[src/rtl/instr_fetch_unit_if.sv]
// ---------------------------------------------------------------------------
// instr_fetch_unit_if
// Bus bundle between the instruction fetch unit and its neighbours.
//   Load port : load_valid / load_ready handshake with load_addr, load_data
//   Core port : nextInstructionAddress, pcBranch, halt (from core)
//               instruction, currentInstructionAddress (to core)
// Modports:
//   master : the loader and the core (drive requests and feedback)
//   slave  : the fetch unit (accepts loads, presents instructions)
// ---------------------------------------------------------------------------
interface instr_fetch_unit_if #(
    parameter int ADDR_W  = 5,
    parameter int INSTR_W = 16
);
    logic                load_valid;
    logic                load_ready;
    logic [ADDR_W-1:0]   load_addr;
    logic [INSTR_W-1:0]  load_data;

    logic [ADDR_W-1:0]   nextInstructionAddress;
    logic                pcBranch;
    logic                halt;
    logic [INSTR_W-1:0]  instruction;
    logic [ADDR_W-1:0]   currentInstructionAddress;

    modport master (
        output load_valid, load_addr, load_data,
        output nextInstructionAddress, pcBranch, halt,
        input  load_ready, instruction, currentInstructionAddress
    );

    modport slave (
        input  load_valid, load_addr, load_data,
        input  nextInstructionAddress, pcBranch, halt,
        output load_ready, instruction, currentInstructionAddress
    );
endinterface

[src/rtl/instr_fetch_unit.sv]
// ---------------------------------------------------------------------------
// instr_fetch_unit
// Upstream neighbour of the single-cycle core. Holds the PC and a small
// instruction memory, accepts memory loads while the core is stopped, and
// after start presents one instruction per executing cycle, taking the
// core's next address back on each executing edge.
// Ports:
//   clk        : system clock, rising edge
//   reset      : asynchronous, active-low reset
//   bus        : load port and core port (see instr_fetch_unit_if)
//   start      : begin execution from address 0 (ignored while running)
//   step_mode  : 1 = execute only in cycles where step is high
//   step       : execute one instruction this cycle (step_mode = 1)
//   running    : unit is in RUN
//   halted     : unit is in HALTED
//   retired_count, branch_count : saturating debug counters
// ---------------------------------------------------------------------------
module instr_fetch_unit #(
    parameter int                  ADDR_W  = 5,
    parameter int                  INSTR_W = 16,
    parameter logic [INSTR_W-1:0]  BUBBLE  = '0,
    parameter int                  CNT_W   = 8
) (
    input  logic                   clk,
    input  logic                   reset,
    instr_fetch_unit_if.slave      bus,
    input  logic                   start,
    input  logic                   step_mode,
    input  logic                   step,
    output logic                   running,
    output logic                   halted,
    output logic [CNT_W-1:0]       retired_count,
    output logic [CNT_W-1:0]       branch_count
);

    typedef enum logic [1:0] {
        IDLE,
        RUN,
        HALTED
    } state_t;

    localparam int DEPTH = 1 << ADDR_W;

    state_t              state;
    logic [ADDR_W-1:0]   pc;
    logic [INSTR_W-1:0]  mem [0:DEPTH-1];
    logic                exec;
    logic                load_fire;

    // The core executes only when running and, in step mode, only on a step.
    assign exec      = (state == RUN) && (!step_mode || step);
    assign load_fire = bus.load_valid && bus.load_ready;

    // Asynchronous read: zero-cycle path from pc to instruction. Outside an
    // executing cycle the core is fed the no-op so it cannot change state.
    assign bus.instruction               = exec ? mem[pc] : BUBBLE;
    assign bus.currentInstructionAddress = pc;
    assign bus.load_ready                = !running;

    // NOTE: the memory array carries no reset so that loaded programs survive
    // a reset pulse and the array can map onto plain RAM.
    always_ff @(posedge clk) begin
        if (load_fire) begin
            mem[bus.load_addr] <= bus.load_data;
        end
    end

    // NOTE: all sequential state uses non-blocking assignments so every
    // register samples pre-edge values regardless of statement order.
    always_ff @(posedge clk or negedge reset) begin
        if (!reset) begin
            state         <= IDLE;
            pc            <= '0;
            running       <= 1'b0;
            halted        <= 1'b0;
            retired_count <= '0;
            branch_count  <= '0;
        end else begin
            unique case (state)
                IDLE, HALTED: begin
                    // Starting again from HALTED also clears the debug
                    // counters; in IDLE they are already zero.
                    if (start) begin
                        state         <= RUN;
                        pc            <= '0;
                        running       <= 1'b1;
                        halted        <= 1'b0;
                        retired_count <= '0;
                        branch_count  <= '0;
                    end
                end

                RUN: begin
                    if (exec) begin
                        if (retired_count != '1) begin
                            retired_count <= retired_count + 1'b1;
                        end
                        if (bus.halt) begin
                            // pc is left pointing at the halt instruction.
                            state   <= HALTED;
                            running <= 1'b0;
                            halted  <= 1'b1;
                        end else begin
                            pc <= bus.nextInstructionAddress;
                            if (bus.pcBranch && (branch_count != '1)) begin
                                branch_count <= branch_count + 1'b1;
                            end
                        end
                    end
                end

                default: begin
                    state   <= IDLE;
                    running <= 1'b0;
                    halted  <= 1'b0;
                end
            endcase
        end
    end

endmodule

[src/flat_wrapper.sv]
// flat-port wrapper written by rule: the top's interface ports become plain ports
module instr_fetch_unit_flat 
#(
    parameter int                  ADDR_W  = 5,
    parameter int                  INSTR_W = 16,
    parameter logic [INSTR_W-1:0]  BUBBLE  = '0,
    parameter int                  CNT_W   = 8
)
  (clk, reset, start, step_mode, step, running, halted, retired_count, branch_count, bus_load_valid, bus_load_addr, bus_load_data, bus_nextInstructionAddress, bus_pcBranch, bus_halt, bus_load_ready, bus_instruction, bus_currentInstructionAddress);
  instr_fetch_unit_if #(.ADDR_W(ADDR_W), .INSTR_W(INSTR_W)) bus_i ();
  input  logic clk;
  input  logic reset;
  input  logic start;
  input  logic step_mode;
  input  logic step;
  output logic running;
  output logic halted;
  output logic [CNT_W-1:0] retired_count;
  output logic [CNT_W-1:0] branch_count;
  input wire logic [$bits(bus_i.load_valid)-1:0] bus_load_valid;
  input wire logic [$bits(bus_i.load_addr)-1:0] bus_load_addr;
  input wire logic [$bits(bus_i.load_data)-1:0] bus_load_data;
  input wire logic [$bits(bus_i.nextInstructionAddress)-1:0] bus_nextInstructionAddress;
  input wire logic [$bits(bus_i.pcBranch)-1:0] bus_pcBranch;
  input wire logic [$bits(bus_i.halt)-1:0] bus_halt;
  output wire logic [$bits(bus_i.load_ready)-1:0] bus_load_ready;
  output wire logic [$bits(bus_i.instruction)-1:0] bus_instruction;
  output wire logic [$bits(bus_i.currentInstructionAddress)-1:0] bus_currentInstructionAddress;
  assign bus_i.load_valid = bus_load_valid;
  assign bus_i.load_addr = bus_load_addr;
  assign bus_i.load_data = bus_load_data;
  assign bus_i.nextInstructionAddress = bus_nextInstructionAddress;
  assign bus_i.pcBranch = bus_pcBranch;
  assign bus_i.halt = bus_halt;
  assign bus_load_ready = bus_i.load_ready;
  assign bus_instruction = bus_i.instruction;
  assign bus_currentInstructionAddress = bus_i.currentInstructionAddress;
  instr_fetch_unit #(.ADDR_W(ADDR_W), .INSTR_W(INSTR_W), .BUBBLE(BUBBLE), .CNT_W(CNT_W)) u_core (.clk(clk), .reset(reset), .bus(bus_i), .start(start), .step_mode(step_mode), .step(step), .running(running), .halted(halted), .retired_count(retired_count), .branch_count(branch_count));
endmodule
[config.mk]
export PLATFORM = sky130hd
export DESIGN_NAME = instr_fetch_unit_flat
export DESIGN_NICKNAME = d
export VERILOG_FILES = /design/src/rtl/instr_fetch_unit_if.sv /design/src/rtl/instr_fetch_unit.sv /design/src/flat_wrapper.sv
export SDC_FILE = /design/constraint.sdc
export NUM_CORES = 1
export LEC_CHECK = 0
export CORE_MARGIN = 3
export CORE_UTILIZATION = 35
export DETAILED_ROUTE_END_ITERATION = 10
export HOLD_SLACK_MARGIN = 0.1
export PLACE_DENSITY = 0.57
export SYNTH_ARGS = -nofsm -noshare
export SYNTH_HDL_FRONTEND = slang
export SYNTH_SLANG_ARGS = --single-unit
[constraint.sdc]
create_clock -name clk -period 3.1 [get_ports clk]
set_clock_uncertainty 0.05 [all_clocks]
set_input_delay 0.93 -clock clk [delete_from_list [all_inputs] [get_ports clk]]
set_output_delay 0.93 -clock clk [all_outputs]
set_load 0.01 [all_outputs]
* Word-level counts from Yosys, hierarchy flattened
Memory sizes are Yosys's and may differ from the RTL's. Index checks and enable logic that the tools add are counted.
Word-level totals: logic and storage cells 59, bits in registers 25, RAM bits 512, input bits 34, ROM bits 0, output and inout bits 40, bits in latches 0, memories 1
Memories:
- u_core.mem | depth 32, width 16, read ports 1, clocked after Yosys merged registers in 0, wr ports 1, line instr_fetch_unit.sv:46 | logic [INSTR_W-1:0] mem [0:DEPTH-1];
Operators by class: bitwise operators 0, equality and inequality tests 10, multiply operators 0, multiplexer cells 27, add/sub/neg operators 2, shift-type cells 0, magnitude comparators 0, divide/modulo/power cells 0, reductions and logical operators 13
Operator list (count):
- 8-bit 2-to-1 mux | 6
- 8-bit case mux with 2 select lines | 2
- 8-bit by 1-bit adder with 8-bit output, second input constant | 2
- 16-bit 2-to-1 mux | 1
- 8-bit inequality test, second input constant | 2
- 5-bit 2-to-1 mux | 3
- 2-bit inequality test, second input constant | 5
- 5-bit case mux with 2 select lines | 1
- 1-bit 2-to-1 mux | 8
- 4-bit AND reduction | 2
- 2-bit 2-to-1 mux | 3
- 5-bit AND reduction | 1
- 1-bit case mux with 2 select lines | 2
- 2-bit case mux with 2 select lines | 1
- 1-bit logical AND | 3
- 3-bit AND reduction | 1
- 2-bit by 1-bit == test with 1-bit output, second input constant | 1
- 2-bit == test, second input constant | 1
- 1-bit logical NOT | 2
- 2-bit logical NOT | 1
- 2-bit by 1-bit inequality test with 1-bit output, second input constant | 1
- 2-bit nonzero test | 1
- 2-bit OR reduction | 1
- 1-bit logical OR | 1

* Depth between registers and ports, before layout
Gate-level depths: netlist of the first run.
depth after elaboration 6, depth in mapped cells 8, mapped depth without buffers 6

* Worst setup path after synthesis of the first run
Ideal clock, no wire load.
kind input -> output, from input step_mode, to output bus_instruction[0], stages 5, buffers on the path 1, arrival time 1.961 ns, slack 0.159 ns, data required time 2.120 ns, path through nor2b_1 -> nor2_1 -> clkbuf_1 -> o221ai_1 -> a31oi_1
Between the ends: cells in the longest elaborated chain, start to end 4
Ends and longest elaborated chain:
- start: declaration | line flat_wrapper.sv:14 | input logic step_mode;
- 1-bit logical NOT | line instr_fetch_unit.sv:51 | assign exec = (state == RUN) && (!step_mode || step);
- 1-bit logical OR | line instr_fetch_unit.sv:51
- 1-bit logical AND | line instr_fetch_unit.sv:51
- 16-bit 2-to-1 mux | line instr_fetch_unit.sv:56 | assign bus.instruction = exec ? mem[pc] : BUBBLE;
- end: declaration | line flat_wrapper.sv:27 | output wire logic [$bits(bus_i.instruction)-1:0] bus_instruction;
Every way passes these cells.

* Worst setup path after layout of the first run
from register u_core.pc[1], in the netlist u_core.bus.currentInstructionAddress[1], to output bus_instruction[6]
Between the ends: cells in the longest elaborated chain, start to end 2
Ends and longest elaborated chain:
- start: declaration | line instr_fetch_unit.sv:45 | logic [ADDR_W-1:0] pc;
- start signal: assignment | line instr_fetch_unit.sv:104 | pc <= bus.nextInstructionAddress;
- memory 32 x 16 bit
- 16-bit 2-to-1 mux | line instr_fetch_unit.sv:56
Every way passes these cells.

==> results.txt, run 1 <==
- Cells fill 44.6% of the core in the end.
- After global routing the overflow that remains totals 0.
- Fill cells: 4931
* Power per unit of standard cell area: 743 nW/µm²
* Drt pass-1 iters: 5
- The H-tree was split into 2 levels.
- Initial standard-cell utilization of the core: 35.8%
- Final hold vios: 0
- Clock latency on the worst-skew pair, taken at its later pin, is 0.60 ns.
- In the synthesized netlist, the number of instances is 988.
- Required time of the critical path: 2.12 ns
- The routed layout has 10700 vias.
* Sinks on the clock net: 536
- During synthesis, Yosys emitted a total of 0 warnings.
- Post-layout min period: 3.84 ns
* Part of the power in registers: 42.3%
- Mapped cell area: 20900 µm²
- Worst hold slack across all endpoints: 0.485 ns
- The floorplan has 88 rows.
- Setup repair after global routing could not meet its margin everywhere.
* Total global-route track usage: 16.4%
* Post-detailed-route via-to-cell ratio: 5.27
* Status: finished, violations left
- The worst-case IR drop observed on VDD is 429 µV.
- Counting along the longest clock path gives a buffer depth of 3.
- CTS root buf: sky130_fd_sc_hd__clkbuf_16
- For the worst setup path, the data arrival time is 2.86 ns.
- In this run, the combinational gates consume 26.2% of the power.
* Worst-case headroom to the max-slew limit: 32.6%
- In this run the static leakage power is 8.27 nW.
- Setup violations remaining at the end of the flow were counted as 16.
- TritonCTS built the clock tree.
- Horizontal die dimension: 250 µm
- Total net switching power: 5.32 mW
- Total CTS buffers: 54
* Leading cell types in the layout, fill and taps excluded: 512 x sky130_fd_sc_hd__edfxtp_1, 128 x sky130_fd_sc_hd__mux4_2, 93 x sky130_fd_sc_hd__buf_4
* Transition at the pin with the smallest max-transition slack: 1.01 ns
- Critical path type: flip-flop to primary output
- Synth Area per Inst: 21.2 µm²
* Number of pins with negative max-slew slack in the final report: 0
- Max frequency: 261 MHz
* Clock transition at the registers of the reported paths: 0.06 ns
* Mapped Nets: 1024
- Routed len/inst: 25.7 µm
- Type of the most critical hold path: flip-flop to flip-flop
* Layout-stage area growth over the synthesis result: 24.3%
* Via count of the first global-routing pass: 11000
- Worst-case setup margin in the final layout: -0.736 ns
- The initial antenna violation count was 5.
* Internal power summed over all cells: 14.0 mW
* Netlist cell types: 40
- DRC violation count after routing: 0
- Across the run, the number of max-cap violations was 0.
- After floorplanning, the core was sized to cover 58400 µm².
- The startpoint identified for the worst register-to-register timing path is u_core.running.
- STA classifies the critical path endpoint as a primary output.
- Port buffering added 73 buffers.
- Setup total negative slack on the finished layout was measured at -10.50 ns.
- Prior to clock tree synthesis, the placed netlist has a worst setup slack of -0.799 ns.
- Die Y: 250 µm
* Weighted congestion reported at the end of routability-driven placement: 0.816
* Timing startpoint of the critical path: u_core.bus.currentInstructionAddress[1]
- Net switching share of the total power: 27.5%
- The die covers 62700 µm².
- Launch instance of the worst min-delay path: u_core.state[0]
- Net count of the finished layout: 1248
- Summing all flip-flop and latch instances after layout gives 16000 µm².
- Violated checks: setup timing
- Of the available clock period, the critical path in the final layout requires 124%.
- Total I/O pin count: 74
- Initial drt markers: 900
- The first global-routing pass estimated 75.7 mm of wire.
- In the final layout, the multi-input gates occupy 5040 µm².
* Count of state elements after synthesis: 536
* Fraction of layout instances using a drive strength above 1: 37.5%
* Sum of routed wire length over all layers: 51.9 mm
* Sort of element at the start of the critical path: flip-flop
- In this run the remaining antenna-violating nets after routing total 0.
* Pin count of the biggest net entering global routing: 33
* Total half-perimeter wirelength after legalization and detailed placement: 31.3 mm
- Maximum fanout along the worst path: 7
* Leading cell type in the layout, fill and taps excluded: sky130_fd_sc_hd__edfxtp_1
* Clock network fraction of total power: 31.5%
- Summing the sequential cell areas from Yosys gives 76.4% of the chip area.
==> worst paths after layout <==
path	end	slack [ns]	depth (start not counted)
min in group asynchronous	u_core.retired_count[5]	0.83	1
max	bus_instruction[6]	-0.74	7
min reg2reg	u_core.state[1]	0.48	1
max in group asynchronous	u_core.bus.currentInstructionAddress[1]	1.43	1
min	u_core.state[1]	0.48	1
max reg2reg	u_core.mem[10][1]	0.91	4
==> cell type report <==
class	count	area share [%]
flip-flops and latches	536	61.5
multi-input cells	397	19.4
repair buffers	219	9.05
clock buffers	64	5.42
well taps	765	3.68
clock inverters	33	0.876
inverters	4	0.0577
diodes	3	0.0289
==> stage by stage <==
step | total power, mW | cell area [µm²] | cells
3_3_place_gp | 12.7 | 23700 | 1895
6_report | 19.3 | 26000 | 2021
2_1_floorplan | 10.6 | 20900 | 988
4_1_cts | 19.3 | 25800 | 2013
3_5_place_dp | 12.7 | 23700 | 1895
5_1_grt | 20.0 | 26000 | 2018
==> power by group through the flow <==
stage          registers, mW  clock network, mW  logic (mW)
4_1_cts                 8.17               6.23        4.86
2_1_floorplan           8.28                  0        2.37
6_report                8.17               6.09        5.05
3_3_place_gp            8.31                  0        4.36
5_1_grt                 8.18               6.53        5.34
3_5_place_dp            8.32                  0        4.37
==> sequential cells by signal, summed over array words and instances, names as in the netlist <==
name and count:
u_core.bus.currentInstructionAddress 5, u_core.running 1, u_core.branch_count 8, u_core.mem 512, u_core.retired_count 8, u_core.state 2
==> layer usage <==
layer	share of wire, %	GRT usage [%]	vias up
met5	0.025	0	-
met4	1.5	4.45	2
met3	6.0	3.21	55
met2	47	25.9	332
met1	45	23.5	5683
li1	-	-	4583
==> cell families after synthesis <==
logic type               synth area share, %
AO/OA/AOI/OAI                           2.81
XOR/XNOR                              0.0419
adder cells (fa/ha/maj)                0.120
buffers and inverters                   1.45
flip-flops                              76.4
multiplexers                            16.3
AND/OR/NAND/NOR                         2.84
==> worst max-delay path, stage by stage (launching register included) <==
cell                        delay [ns]
sky130_fd_sc_hd__dfrtp_4          0.52
sky130_fd_sc_hd__buf_12           0.19
sky130_fd_sc_hd__clkbuf_16        0.17
sky130_fd_sc_hd__mux4_2           0.49
sky130_fd_sc_hd__mux2_2           0.31
sky130_fd_sc_hd__o221ai_1         0.35
sky130_fd_sc_hd__a21oi_4          0.07
sky130_fd_sc_hd__buf_6            0.14
==> synth_stat cells, drive strengths merged <==
cell type	number	area, µm²
edfxtp	512	15400
mux4	128	2880
nor2	55	206
mux2	36	405
nand2	33	124
buf	32	218
dfrtp	24	601
o21ai	23	115
clkbuf	19	71.3
a21oi	16	80.1
o221ai	16	140
mux2i	13	130
a221oi	12	105
nand3	7	35.0
a31oi	6	37.5
and3	5	31.3
nand2b	5	31.3
or3	5	31.3
a22oi	4	30.0
inv	4	15.0
nand3b	4	30.0
nor2b	4	25.0
nor3	3	15.0
o31ai	3	22.5
a21o	2	15.0
a22o	2	17.5
ha	2	25.0
nand4	2	12.5
nand4b	2	17.5
or2	2	12.5
a41o	1	10.0
and2	1	6.26
and2b	1	7.51
o22ai	1	6.26
o2bb2ai	1	8.76
or3b	1	8.76
xnor2	1	8.76
==> timing repair <==
action / in CTS / in global routing
gates cloned: 4 / 2
setup endpoints to repair: 18 / 16
pin swaps: 7 / 12
resized for setup: 134 / 41
hold buffers: 0 / 0
setup buffers: 19 / 6
Note: power is estimated with default switching activity, not from simulation.
==> inputs of run 2 (changes only) <==
==> constraint.sdc (replaced) <==
create_clock -name clk -period 3.1 [get_ports clk]
set_clock_uncertainty 0.05 [all_clocks]
set_input_delay 0.93 -clock clk [delete_from_list [all_inputs] [get_ports clk]]
set_output_delay 0.93 -clock clk [all_outputs]
set_load 0.02 [all_outputs]
==> results.txt, run 2 (synthesis gave the netlist of run 1 again) <==
* Layout-stage area growth over the synthesis result: 24.9% (was 24.3%)
- The estimated wirelength of the detail-placed design is 31.8 mm (was 31.3 mm).
- Dpl cell area: 23800 µm² (was 23700 µm²)
- Cell family with the largest share of critical-path delay: multiplexers (unchanged)
- The number of filler instances in the final layout is 4909 (was 4931).
- Horizontal die dimension: 250 µm (unchanged)
- Total CTS buffers: 54 (unchanged)
- Cell repeated most along the worst path: sky130_fd_sc_hd__buf_12
- Routed len/inst: 25.5 µm (was 25.7 µm)
- Sinks on the clock net: 536 (unchanged)
- Wire length of the first global-routing pass: 75.9 mm (was 75.7 mm)
- The clock slew at the register clock pins of the worst setup and hold paths was 0.06 ns (about the same).
* Fraction of layout instances using a drive strength above 1: 37.5% (about the same)
* Leading cell types in the layout, fill and taps excluded: 512 x sky130_fd_sc_hd__edfxtp_1, 128 x sky130_fd_sc_hd__mux4_2, 111 x sky130_fd_sc_hd__buf_4 (was 512 x sky130_fd_sc_hd__edfxtp_1, 128 x sky130_fd_sc_hd__mux4_2, 93 x sky130_fd_sc_hd__buf_4)
* Combinational power share: 26.5% (was 26.2%)
- Via count of the first global-routing pass: 10800 (was 11000)
* Worst-Skew Late Latency: 0.60 ns (about the same)
- Final-layout setup total negative slack: -10.66 ns (was -10.50 ns)
* Violated checks: setup timing (unchanged)
- Layout Cells excl Fill: 2032 (was 2021)
- The largest net degree at the start of global routing is 33 (unchanged).
- CTS root buf: sky130_fd_sc_hd__clkbuf_16 (unchanged)
- The overall routed net length was 51.8 mm (was 51.9 mm).
- Sort of element at the start of the critical path: flip-flop (unchanged)
- The startpoint of the worst register-to-register path was u_core.running (unchanged).
* Total length of routed met3 wires: 3.46 mm (was 3.13 mm)
* Routed met1 length: 23.3 mm (was 23.4 mm)
- The maximum clock insertion buffer count was 3 (unchanged).
- The detailed-routed wire length on met2 came to 24.1 mm (was 24.6 mm).
* Register with the most flip-flops: u_core.mem (unchanged)
- The critical path's largest stage delay was 0.56 ns (was 0.52 ns).
- DRT antenna net count: 0 (unchanged)
* Net switching share of the total power: 27.5% (about the same)
* Critical path type: flip-flop to primary output (unchanged)
- The terminating pin of the worst hold path is u_core.branch_count[2] (was u_core.state[1]).
- The number of flip-flops under the largest register name was 512 (unchanged).
- Max frequency: 263 MHz (was 261 MHz)
* Max VDD drop: 448 µV (was 429 µV)
- Worst hold slack across all endpoints: 0.487 ns (was 0.485 ns)
- The initial antenna violation count came to 5 (unchanged).
- The number of failing hold endpoints at the final stage was 0 (unchanged).
* Max H-tree Level: 2 (unchanged)
- Clock tree from TritonCTS: built (unchanged)
* Weighted congestion reported at the end of routability-driven placement: 0.864 (was 0.816)
- Part of the power in registers: 41.3% (was 42.3%)
- Type of the most critical hold path: flip-flop to flip-flop (unchanged)
- Core Rows: 88 (unchanged)
- Total Die Area: 62700 µm² (unchanged)
- Top metal layer carrying routed signals: met5 (unchanged)
- The share of the cycle needed by the critical path after routing came to 123% (was 124%).
- The signal arrival time at the worst endpoint was 2.83 ns (was 2.86 ns).
* Transition at the pin with the smallest max-transition slack: 1.03 ns (was 1.01 ns)
- The number of vias in the routed layout was 10700 (about the same).
* Register-to-Register Path Depth: 5 (was 4)
* Max-cap violations: 0 (unchanged)
* Worst R2R End: u_core.mem[12][4] (was u_core.mem[10][1])
- The worst min-delay path startpoint is u_core.branch_count[2] (was u_core.state[0]).
* Required time of the critical path: 2.12 ns (about the same)
- Setup repair after global routing missed its margin: true (unchanged)
* Core Footprint: 58400 µm² (unchanged)
- The DRC violation count after routing was 0 (unchanged).
* Static Leakage: 8.36 nW (was 8.27 nW)
- The final standard cell utilization of the core came to 44.8% (was 44.6%).
- The final number of max-transition violations was 0 (unchanged).
- Initial drt markers: 962 (was 900)
* Net count of the finished layout: 1255 (was 1248)
* Nature of the critical path endpoint: primary output (unchanged)
- Worst-case setup margin in the final layout: -0.708 ns (was -0.736 ns)
- Port Buffers: 73 (unchanged)
- Hold path cells: 1 (unchanged)
* Overall power: 19.8 mW (was 19.3 mW)
* Total global-route track usage: 16.5% (was 16.4%)
- The net switching component of the power came to 5.44 mW (was 5.32 mW).
* Internal power summed over all cells: 14.4 mW (was 14.0 mW)
- The clock power share was 32.2% (was 31.5%).
* Power per unit of standard cell area: 757 nW/µm² (was 743 nW/µm²)
* Drt pass-1 iters: 5 (unchanged)
* Post-layout min period: 3.81 ns (was 3.84 ns)
- CP Cell Sequence: buf_12 -> buf_12 -> buf_16 -> mux4_2 -> mux2_4 -> o221ai_2 -> a31oi_1 -> buf_4 (was buf_12 -> clkbuf_16 -> mux4_2 -> mux2_2 -> o221ai_1 -> a21oi_4 -> buf_6).
* Post-detailed-route via-to-cell ratio: 5.28 (was 5.27)
- Status: finished, violations left (unchanged).
- Setup slack, reg-to-reg: 0.94 ns (was 0.91 ns)
* Grt ovf: 0 (unchanged)
* Setup violators final: 16 (unchanged)
* Place WS: -0.662 ns (was -0.799 ns)
- The final non-filler cell area came to 26100 µm² (was 26000 µm²).
* Total I/O pin count: 74 (unchanged)
- The slowest cell on the critical path is sky130_fd_sc_hd__dfrtp_4 (unchanged).
- The most common cell after layout, fill and taps aside is sky130_fd_sc_hd__edfxtp_1 (unchanged).
* Number of buffers inserted by hold repair at cts: 0 (unchanged)
* Maximum fanout along the worst path: 8 (was 7)
- # placed instances: 1909 (was 1895)
- Top Registers: u_core.mem x512, u_core.branch_count x8, u_core.retired_count x8 (unchanged).
* Worst-case headroom to the max-slew limit: 30.8% (was 32.6%)
* Die Y: 250 µm (unchanged)
- The beginning of the critical path is u_core.bus.currentInstructionAddress[1] (unchanged).
* Number of buffers and inverters on the critical path: 4 (was 3)
- Initial standard-cell utilization of the core: 35.8% (unchanged)
==> run 2: area by class of cell <==
cell class	instances	area, µm²	share of cell area [%]
diodes	3	7.51	0.0287
clock buffers	71	1420	5.42
clock inverters	30	315	1.21
inverters	4	15.0	0.0575
multi-input cells	397	4990	19.1
flip-flops and latches	536	16000	61.2
well taps	765	957	3.66
repair buffers	226	2440	9.34
==> run 2: repair_timing <==
action / in CTS / in global routing
pin swaps: 11 / 4
gates cloned: 4 / 0
setup buffers: 8 / 10
endpoints found under the setup margin: 18 / 16
resized for setup: 168 / 16
==> run 2: routing by layer <==
metal / vias up / global-route usage, %
met2: 337 / 25.7
li1: 4600 / -
met1: 5733 / 24.0
met4: 2 / 3.94
met5: - / 0
met3: 60 / 3.54
==> run 2: worst max path at each step <==
stage                           to  depth (start not counted)  slack (ns)
6_report        bus_instruction[8]                          8       -0.71
4_1_cts         bus_instruction[4]                          9       -0.77
2_1_floorplan   bus_instruction[0]                          5        0.01
3_5_place_dp    bus_instruction[1]                          7       -0.66
3_3_place_gp    bus_instruction[1]                          7       -0.65
5_1_grt        bus_instruction[11]                         10       -0.84
==> run 2: power groups by stage <==
stage / Combinational [mW] / Clock, mW / Sequential (mW)
2_1_floorplan: 2.43 / 0 / 8.32
3_3_place_gp: 4.63 / 0 / 8.30
6_report: 5.24 / 6.38 / 8.17
4_1_cts: 5.22 / 6.52 / 8.17
3_5_place_dp: 4.62 / 0 / 8.31
5_1_grt: 5.54 / 6.83 / 8.17
